===== src/rtl/sram_controller.sv =====
// Splits each 32-bit load/store into two 16-bit SRAM accesses of WAIT_CYCLES each; ready is low for 2*WAIT_CYCLES+1 cycles.
// SRAM_CTRL_READ_BUFFER_EN adds a one-entry write-through read buffer that lets a repeated read skip the SRAM.
module sram_controller #(
  parameter int unsigned BASE_ADDR   = 1024,
  parameter int unsigned SRAM_ADDR_W = 18,
  parameter int unsigned WAIT_CYCLES = 2
) (
  input  logic                   clk,
  input  logic                   rst,
  input  logic                   wr_en,
  input  logic                   rd_en,
  input  logic [31:0]            address,
  input  logic [31:0]            write_data,
  output logic [31:0]            read_data,
  output logic                   ready,
  output logic [SRAM_ADDR_W-1:0] sram_addr,
  output logic [15:0]            sram_dq_out,
  output logic                   sram_dq_oe,
  input  logic [15:0]            sram_dq_in,
  output logic                   sram_we_n
);
  localparam int unsigned WIDX_W = SRAM_ADDR_W - 1;

  typedef enum logic [1:0] {IDLE, ACC_LO, ACC_HI, DONE} state_t;

  state_t            state, state_nxt;
  logic [3:0]        wcnt;
  logic              op_wr;
  logic [WIDX_W-1:0] widx;
  logic [WIDX_W-1:0] req_widx;
  logic [31:0]       wdata;
  logic              req;
  logic              last_wait;
  logic              buf_hit;

  assign req       = wr_en | rd_en;
  // Truncation makes out-of-range addresses wrap silently.
  assign req_widx  = WIDX_W'((address - BASE_ADDR) >> 2);
  assign last_wait = (wcnt == 4'(WAIT_CYCLES - 1));

`ifdef SRAM_CTRL_READ_BUFFER_EN
  logic              buf_vld;
  logic [WIDX_W-1:0] buf_tag;
  logic [31:0]       buf_dat;

  assign buf_hit = rd_en & ~wr_en & buf_vld & (buf_tag == req_widx);

  always_ff @(posedge clk or posedge rst) begin
    if (rst) begin
      buf_vld <= 1'b0;
      buf_tag <= '0;
      buf_dat <= '0;
    end else if (state == ACC_HI && last_wait) begin
      buf_vld <= 1'b1;
      buf_tag <= widx;
      buf_dat <= op_wr ? wdata : {sram_dq_in, read_data[15:0]};
    end
  end
`else
  assign buf_hit = 1'b0;
`endif

  always_ff @(posedge clk or posedge rst) begin
    if (rst) state <= IDLE;
    else     state <= state_nxt;
  end

  always_comb begin
    state_nxt   = state;
    ready       = 1'b0;
    sram_addr   = '0;
    sram_dq_out = '0;
    sram_dq_oe  = 1'b0;
    sram_we_n   = 1'b1;
    case (state)
      IDLE: begin
        ready = ~req;
        if (req) state_nxt = buf_hit ? DONE : ACC_LO;
      end
      ACC_LO: begin
        sram_addr = {widx, 1'b0};
        if (op_wr) begin
          sram_dq_out = wdata[15:0];
          sram_dq_oe  = 1'b1;
          sram_we_n   = 1'b0;
        end
        if (last_wait) state_nxt = ACC_HI;
      end
      ACC_HI: begin
        sram_addr = {widx, 1'b1};
        if (op_wr) begin
          sram_dq_out = wdata[31:16];
          sram_dq_oe  = 1'b1;
          sram_we_n   = 1'b0;
        end
        if (last_wait) state_nxt = DONE;
      end
      default: begin
        ready     = 1'b1;
        state_nxt = IDLE;
      end
    endcase
  end

  always_ff @(posedge clk or posedge rst) begin
    if (rst) begin
      wcnt      <= '0;
      op_wr     <= 1'b0;
      widx      <= '0;
      wdata     <= '0;
      read_data <= '0;
    end else begin
      case (state)
        IDLE: begin
          wcnt <= '0;
          if (req) begin
            op_wr <= wr_en;
            widx  <= req_widx;
            wdata <= write_data;
`ifdef SRAM_CTRL_READ_BUFFER_EN
            if (buf_hit) read_data <= buf_dat;
`endif
          end
        end
        ACC_LO: begin
          wcnt <= last_wait ? 4'd0 : wcnt + 4'd1;
          if (last_wait && !op_wr) read_data[15:0] <= sram_dq_in;
        end
        ACC_HI: begin
          wcnt <= last_wait ? 4'd0 : wcnt + 4'd1;
          if (last_wait && !op_wr) read_data[31:16] <= sram_dq_in;
        end
        default: wcnt <= '0;
      endcase
    end
  end
endmodule


===== config.mk =====
export PLATFORM = sky130hd
export DESIGN_NAME = sram_controller
export DESIGN_NICKNAME = d
export VERILOG_FILES = /design/src/rtl/sram_controller.sv
export SDC_FILE = /design/constraint.sdc
export NUM_CORES = 1
export LEC_CHECK = 0
export CAP_MARGIN = 30
export CORE_UTILIZATION = 44
export DETAILED_ROUTE_END_ITERATION = 10
export HOLD_SLACK_MARGIN = 0.05
export PLACE_DENSITY_LB_ADDON = 0.25
export SETUP_SLACK_MARGIN = 0.2
export SLEW_MARGIN = 5
export SYNTH_ARGS = -nofsm -noshare
export SYNTH_HDL_FRONTEND = slang
export SYNTH_SLANG_ARGS = --single-unit

===== constraint.sdc =====
create_clock -name clk -period 4.19 [get_ports clk]
set_input_delay 0.838 -clock clk [delete_from_list [all_inputs] [get_ports clk]]
set_output_delay 0.838 -clock clk [all_outputs]
set_load 0.02 [all_outputs]

==> results of run 1 <==
per-stage QoR:
stage	cells	cell area (um2)	utilization (%)	hold slack, ns
finish	633	5620	67.0	0.475
global route	633	5620	67.0	0.493
CTS	632	5600	66.8	0.475
detailed placement	616	5400	64.4	0.455
global placement	615	5370	64.1	0.450
floorplan	386	3890	-	0.437
flip-flops by register name, indices dropped and copies added, names as in the netlist:
register and flops:
state 2, read_data 32, op_wr 1, widx 17, wdata 32, wcnt 4
logic make-up after synthesis:
group	after synthesis
AO/OA/AOI/OAI	34
XOR/XNOR	2
adder cells (fa/ha/maj)	8
buffers and inverters	26
flip-flops	88
multiplexers	33
AND/OR/NAND/NOR	195
layer usage:
metal	vias up	share of wire, %	routed length, um
met5	-	0	0
met4	0	1.8	157
met3	18	7.3	655
met2	123	46	4130
met1	1455	45	4000
li1	1539	-	-
report_power, final:
group / switching [uW] / internal [uW] / leakage [uW]
Sequential: 212 / 1260 / 0.00106
Clock: 320 / 282 / 0.000102
Combinational: 1140 / 1040 / 0.00137
final cells by class:
type	count	area share (%)
Clock buffer	9	2.20
Inverter	7	0.490
Multi-Input combinational cell	272	28.4
Timing Repair Buffer	145	26.1
Clock inverter	7	1.36
Tap cell	105	2.34
Sequential cell	88	39.2
synthesized netlist by cell type, types with 3 or more instances:
cell | instances | share of area [%]
nor3b_1 | 3 | 0.58
or4_1 | 3 | 0.58
nor2b_1 | 3 | 0.48
ha_1 | 8 | 2.6
a22oi_1 | 16 | 3.1
dfrtp_1 | 88 | 57
mux2_2 | 33 | 9.6
buf_2 | 5 | 0.64
a31oi_1 | 5 | 0.80
inv_1 | 7 | 0.68
nand2b_1 | 3 | 0.48
nand2_1 | 129 | 12
o21ai_0 | 5 | 0.64
nor2_1 | 26 | 2.5
clkbuf_1 | 12 | 1.2
and2_1 | 18 | 2.9
critical path, stage by stage, from the launching register on:
cell	delay, ns
dfrtp_1	0.42
inv_1	0.08
ha_1	0.39
nand2_1	0.48
nor2_1	0.31
clkdlybuf4s50_1	0.64
worst min-delay path by stage:
stage / to / slack [ns] / cells past startpoint
floorplan: widx[0] / 0.44 / 2
global placement: widx[4] / 0.45 / 2
detailed placement: widx[6] / 0.45 / 2
CTS: widx[6] / 0.48 / 2
global route: widx[15] / 0.49 / 2
finish: widx[6] / 0.47 / 2
==> run metrics, run 1 <==
CTS HTree Levels=3; Avg WL per Cell=~14 um; final setup fails=0; DP Wirelength=a little over 6000 um; Die X=about 96 um; synth unique cells=31; Slew Limit Fails=0; FP Rows=33; hold crit path type=register to register; Hold Fails Final Rpt=0; FF-to-FF End=read_data[21]; critical path endpoint=sram_dq_out[15]; CTS Buffer Depth=2; worst skew pair latency=~0.35 ns; met2 usage=~34%; top_reg_cell synth=dfrtp_1; Final Critical Period=between 3 and 4 ns; flops & latches, synth=a little under 90; GRT overflow=0; critical path type=register to output port; IR drop worst, VDD=roughly 0.00037 V; setup TNS=0 ns; drt initial violations=88; die height=about 96 um; max_cap viols=0; RSZ-0062 raised after global routing=false; Die Footprint=slightly above 0.009 mm2; Cell Pwr Density=between 700 and 800 mW/mm2; most frequent cells in the layout=clkdlybuf4s50_1 (137), nand2_1 (129), dfrtp_1 (88); R2R Setup Slk=2.18 ns; Register Area=0.00220 mm2; Hold Buf Count CTS=0; Syn Area/Cell=around 10 um2; CP arrival=roughly 2.7 ns; Area Overhead vs Synth=44.5%; ANT nets after route=0; critical path required time=around 3.4 ns; Clock transition at path regs=about 0.080 ns; antenna cell count=0; vias in the first global route=roughly 3200; Clock Sinks=88; pre-CTS WS=~1.1 ns; TritonCTS clock tree=yes; XOR/XNOR Fraction of Synth Area=less than 1%; largest net degree at the start of global routing=between 50 and 60; via count=3135; Synth Area in Simple Gates=between 20 and 25%; I/O pin total=about 150; Slew HR=around half; total CTS buffers=9; CTS resizes=0; busiest grt layer=met2; final wirelength=slightly below 9000 um; worst-path fanout max=18; EDFF count, synth=0; Worst Slack Setup Final=0.696 ns; crit path from=state[1]; Reg2Reg Depth=5; hold path startpoint=widx[6]; Syn Inst Count=386; antenna violations before repair=0; Post-CTS Setup Bufs=0; first-pass GRT wire length=14700 um; Final nets=a little over 600; Leak=about 0.0025 uW; share of layout cells above drive strength 1=~13%; Worst Tran Pin Value=between 0.7 and 0.8 ns; Design Power=~4300 uW; detailed-route DRC error count=0; area of the multi-input gates=between 0.0015 and 0.002 mm2; Vias per Instance=around 5.0; critical path capture point type=output port; outcome=completed; core footprint=about 0.0084 mm2; most common cell after layout, fill and taps aside=clkdlybuf4s50_1; startpoint types=register; fillers=approximately 660; sequential cell area fraction in the yosys report=between 50 and 60%; # port buffers=~140; GRT Overall Usage=between 20% and 30%; f_max=286 MHz; clk root buf=clkbuf_8; ys async rst share=100%; GRT met1 Usage=a little over a quarter; cell area after synthesis=around 0.004 mm2; Post-Synth Adder-Cell Area=2.57%; met3 Use GR=4.98%; syn_nets=~480; clock skew=around 0.015 ns; Worst R2R Start=state[0]; complex-gate fraction of the synthesized area=between 6 and 7%; Pre-antenna DRT Iters=4; Initial Util=between 40% and 50%; mux contribution to synthesized area=9.56%; Tcrit/Tclk final=83.4%; largest family of logic cells by synthesized area=simple AND/OR/NAND/NOR gates; Yosys Warn Count=0; GP Congestion=between 0.7 and 0.8
No activity file was read; power rests on OpenSTA's default activity.
==> inputs of run 2 (changes only) <==
--- a/config.mk
+++ b/config.mk
@@ -6,7 +6,7 @@
 export NUM_CORES = 1
 export LEC_CHECK = 0
 export CAP_MARGIN = 30
-export CORE_UTILIZATION = 44
+export CORE_UTILIZATION = 39
 export DETAILED_ROUTE_END_ITERATION = 10
 export HOLD_SLACK_MARGIN = 0.05
 export PLACE_DENSITY_LB_ADDON = 0.25
==> constraint.sdc (replaced) <==
create_clock -name clk -period 3.15 [get_ports clk]
set_input_delay 0.63 -clock clk [delete_from_list [all_inputs] [get_ports clk]]
set_output_delay 0.63 -clock clk [all_outputs]
set_load 0.02 [all_outputs]
==> run metrics, run 2 (synthesis gave the netlist of run 1 again) <==
outcome=completed; DP Area=~0.0054 mm2; Hold Fails Final Rpt=0; Reg2Reg Depth=6; share of layout cells above drive strength 1=approximately an eighth; DP Wirelength=around 6300 um; antenna violations before repair=0; crit path from=state[0]; met2 usage=approximately 30%; met3 Use GR=around 5%; Clock transition at path regs=0.09 ns; IR drop worst, VDD=0.000447 V; GRT Overall Usage=about 18%; Cell Pwr Density=982 mW/mm2; most frequent cells in the layout=nand2_1 (129), clkdlybuf4s50_1 (104), dfrtp_1 (88); final setup fails=0; first-pass GRT wire length=about 14000 um; Tcrit/Tclk final=about nine tenths; worst skew pair latency=0.35 ns; Worst R2R Start=state[0]; setup TNS=0 ns; Die X=between 100 and 150 um; R2R Setup Slk=roughly 1.2 ns; Pre-antenna DRT Iters=4; critical path required time=between 2 and 3 ns; clock power share=between 10 and 15%; die height=about 100 um; via count=3172; Leak=~0.0029 uW; Clock Sinks=just under 90; Worst Tran Pin Value=between 0.5 and 0.6 ns; Hold Buf Count CTS=0; busiest grt layer=met2; FF-to-FF End=wdata[0]; final wirelength=about 8800 um; Final nets=a little over 600; Final Critical Period=2.81 ns; critical path capture point type=output port; clk root buf=clkbuf_8; Die Footprint=just over 0.01 mm2; FP Rows=36; # port buffers=about 140; most common cell after layout, fill and taps aside=nand2_1; startpoint types=register; CTS Buffer Depth=2; post-route cell area=between 0.005 and 0.006 mm2; max_cap viols=0; sequential power share=35.3%; GP Congestion=between 0.7 and 0.8; GRT overflow=0; CTS HTree Levels=3; biggest regs=read_data (32), wdata (32), widx (17); Pint=3390 uW; Vias per Instance=~4.8; CTS resizes=17; Avg WL per Cell=roughly 13 um; detailed-route DRC error count=0; Area Overhead vs Synth=45.9%; f_max=355 MHz; Slew HR=between 60% and 70%; hold crit path type=register to register; sw power=approximately 2200 uW; Post-CTS Setup Bufs=0; TritonCTS clock tree=yes; Comb pwr share=50.6%; RSZ-0062 raised after global routing=false; vias in the first global route=a little over 3000; Initial Util=between 30% and 40%; critical path type=register to output port; critical path endpoint=sram_we_n; CP arrival=2.18 ns; I/O pin total=around 150; core footprint=~0.0097 mm2; worst-path fanout max=18; antenna cell count=0; Sw Share=between 30% and 40%; total CTS buffers=9; clock skew=approximately 0.011 ns; ANT nets after route=0; drt initial violations=117; largest net degree at the start of global routing=57; Slew Limit Fails=0; GRT met1 Usage=~23%
==> run 2: changes by cell type in the layout (fill, tap and decap cells not counted), moves of 2 or more <==
cell,change
dlygate4sd2_1,+17
clkdlybuf4s50_1,-33
clkinv_2,-2
buf_4,+3
dlymetal6s2s_1,+16
==> run 2: power by group through the flow <==
| stage | Clock [uW] | Combinational (uW) | Sequential, uW |
|---|---|---|---|
| 2_1_floorplan | 0 | 1440 | 2200 |
| 3_3_place_gp | 0 | 2910 | 1960 |
| 3_5_place_dp | 0 | 2950 | 1990 |
| 4_1_cts | 823 | 2880 | 1970 |
| 5_1_grt | 866 | 3100 | 2030 |
| 6_report | 790 | 2820 | 1960 |
==> run 2: worst min path at each step <==
stage	start	end	slack [ns]	cells after the start
finish	widx[1]	widx[1]	0.48	2
global route	wdata[1]	wdata[1]	0.50	2
CTS	widx[1]	widx[1]	0.48	2
detailed placement	widx[6]	widx[6]	0.46	2
global placement	widx[5]	widx[5]	0.45	2
floorplan	widx[0]	widx[0]	0.44	2
==> run 2: final cells by class <==
type	instances	area, um2
fill	867	4060
sequential	88	2200
multi-input combinational	272	1590
timing repair buffer	147	1480
tap	133	166
clock buffer	11	141
clock inverter	5	62.6
inverter	7	27.5
==> run 2: critical path, cell delays in order (launching register included) <==
cell and delay (ns):
dfrtp_1 0.40, inv_1 0.09, ha_1 0.37, nand2_1 0.09, buf_4 0.24, clkdlybuf4s50_1 0.64
==> run 2: through the flow <==
| step | total power (uW) | util (%) | instances | hold slack (ns) | setup slack (ns) |
|---|---|---|---|---|---|
| after floorplan | 3640 | - | 386 | 0.437 | 0.241 |
| after global placement | 4860 | 56.0 | 647 | 0.450 | 0.459 |
| after detailed placement | 4930 | 56.0 | 647 | 0.456 | 0.462 |
| after CTS | 5660 | 57.9 | 663 | 0.483 | 0.224 |
| after global routing | 5990 | 58.3 | 663 | 0.502 | 0.200 |
| final | 5570 | 58.3 | 663 | 0.477 | 0.337 |
==> run 2: metal layers <==
layer	wire length, um	part of all wire [%]
met1	4020	45
met2	4160	47
met3	613	6.9
met4	50	0.57
met5	0	0
==> inputs of run 3 (changes only) <==
--- a/config.mk
+++ b/config.mk
@@ -8,6 +8,7 @@
 export CAP_MARGIN = 30
 export CORE_UTILIZATION = 39
 export DETAILED_ROUTE_END_ITERATION = 10
+export GPL_ROUTABILITY_DRIVEN = 1
 export HOLD_SLACK_MARGIN = 0.05
 export PLACE_DENSITY_LB_ADDON = 0.25
 export SETUP_SLACK_MARGIN = 0.2
==> results of run 3 <==
Final layout, timing and power as in run 2 (identical DEF).
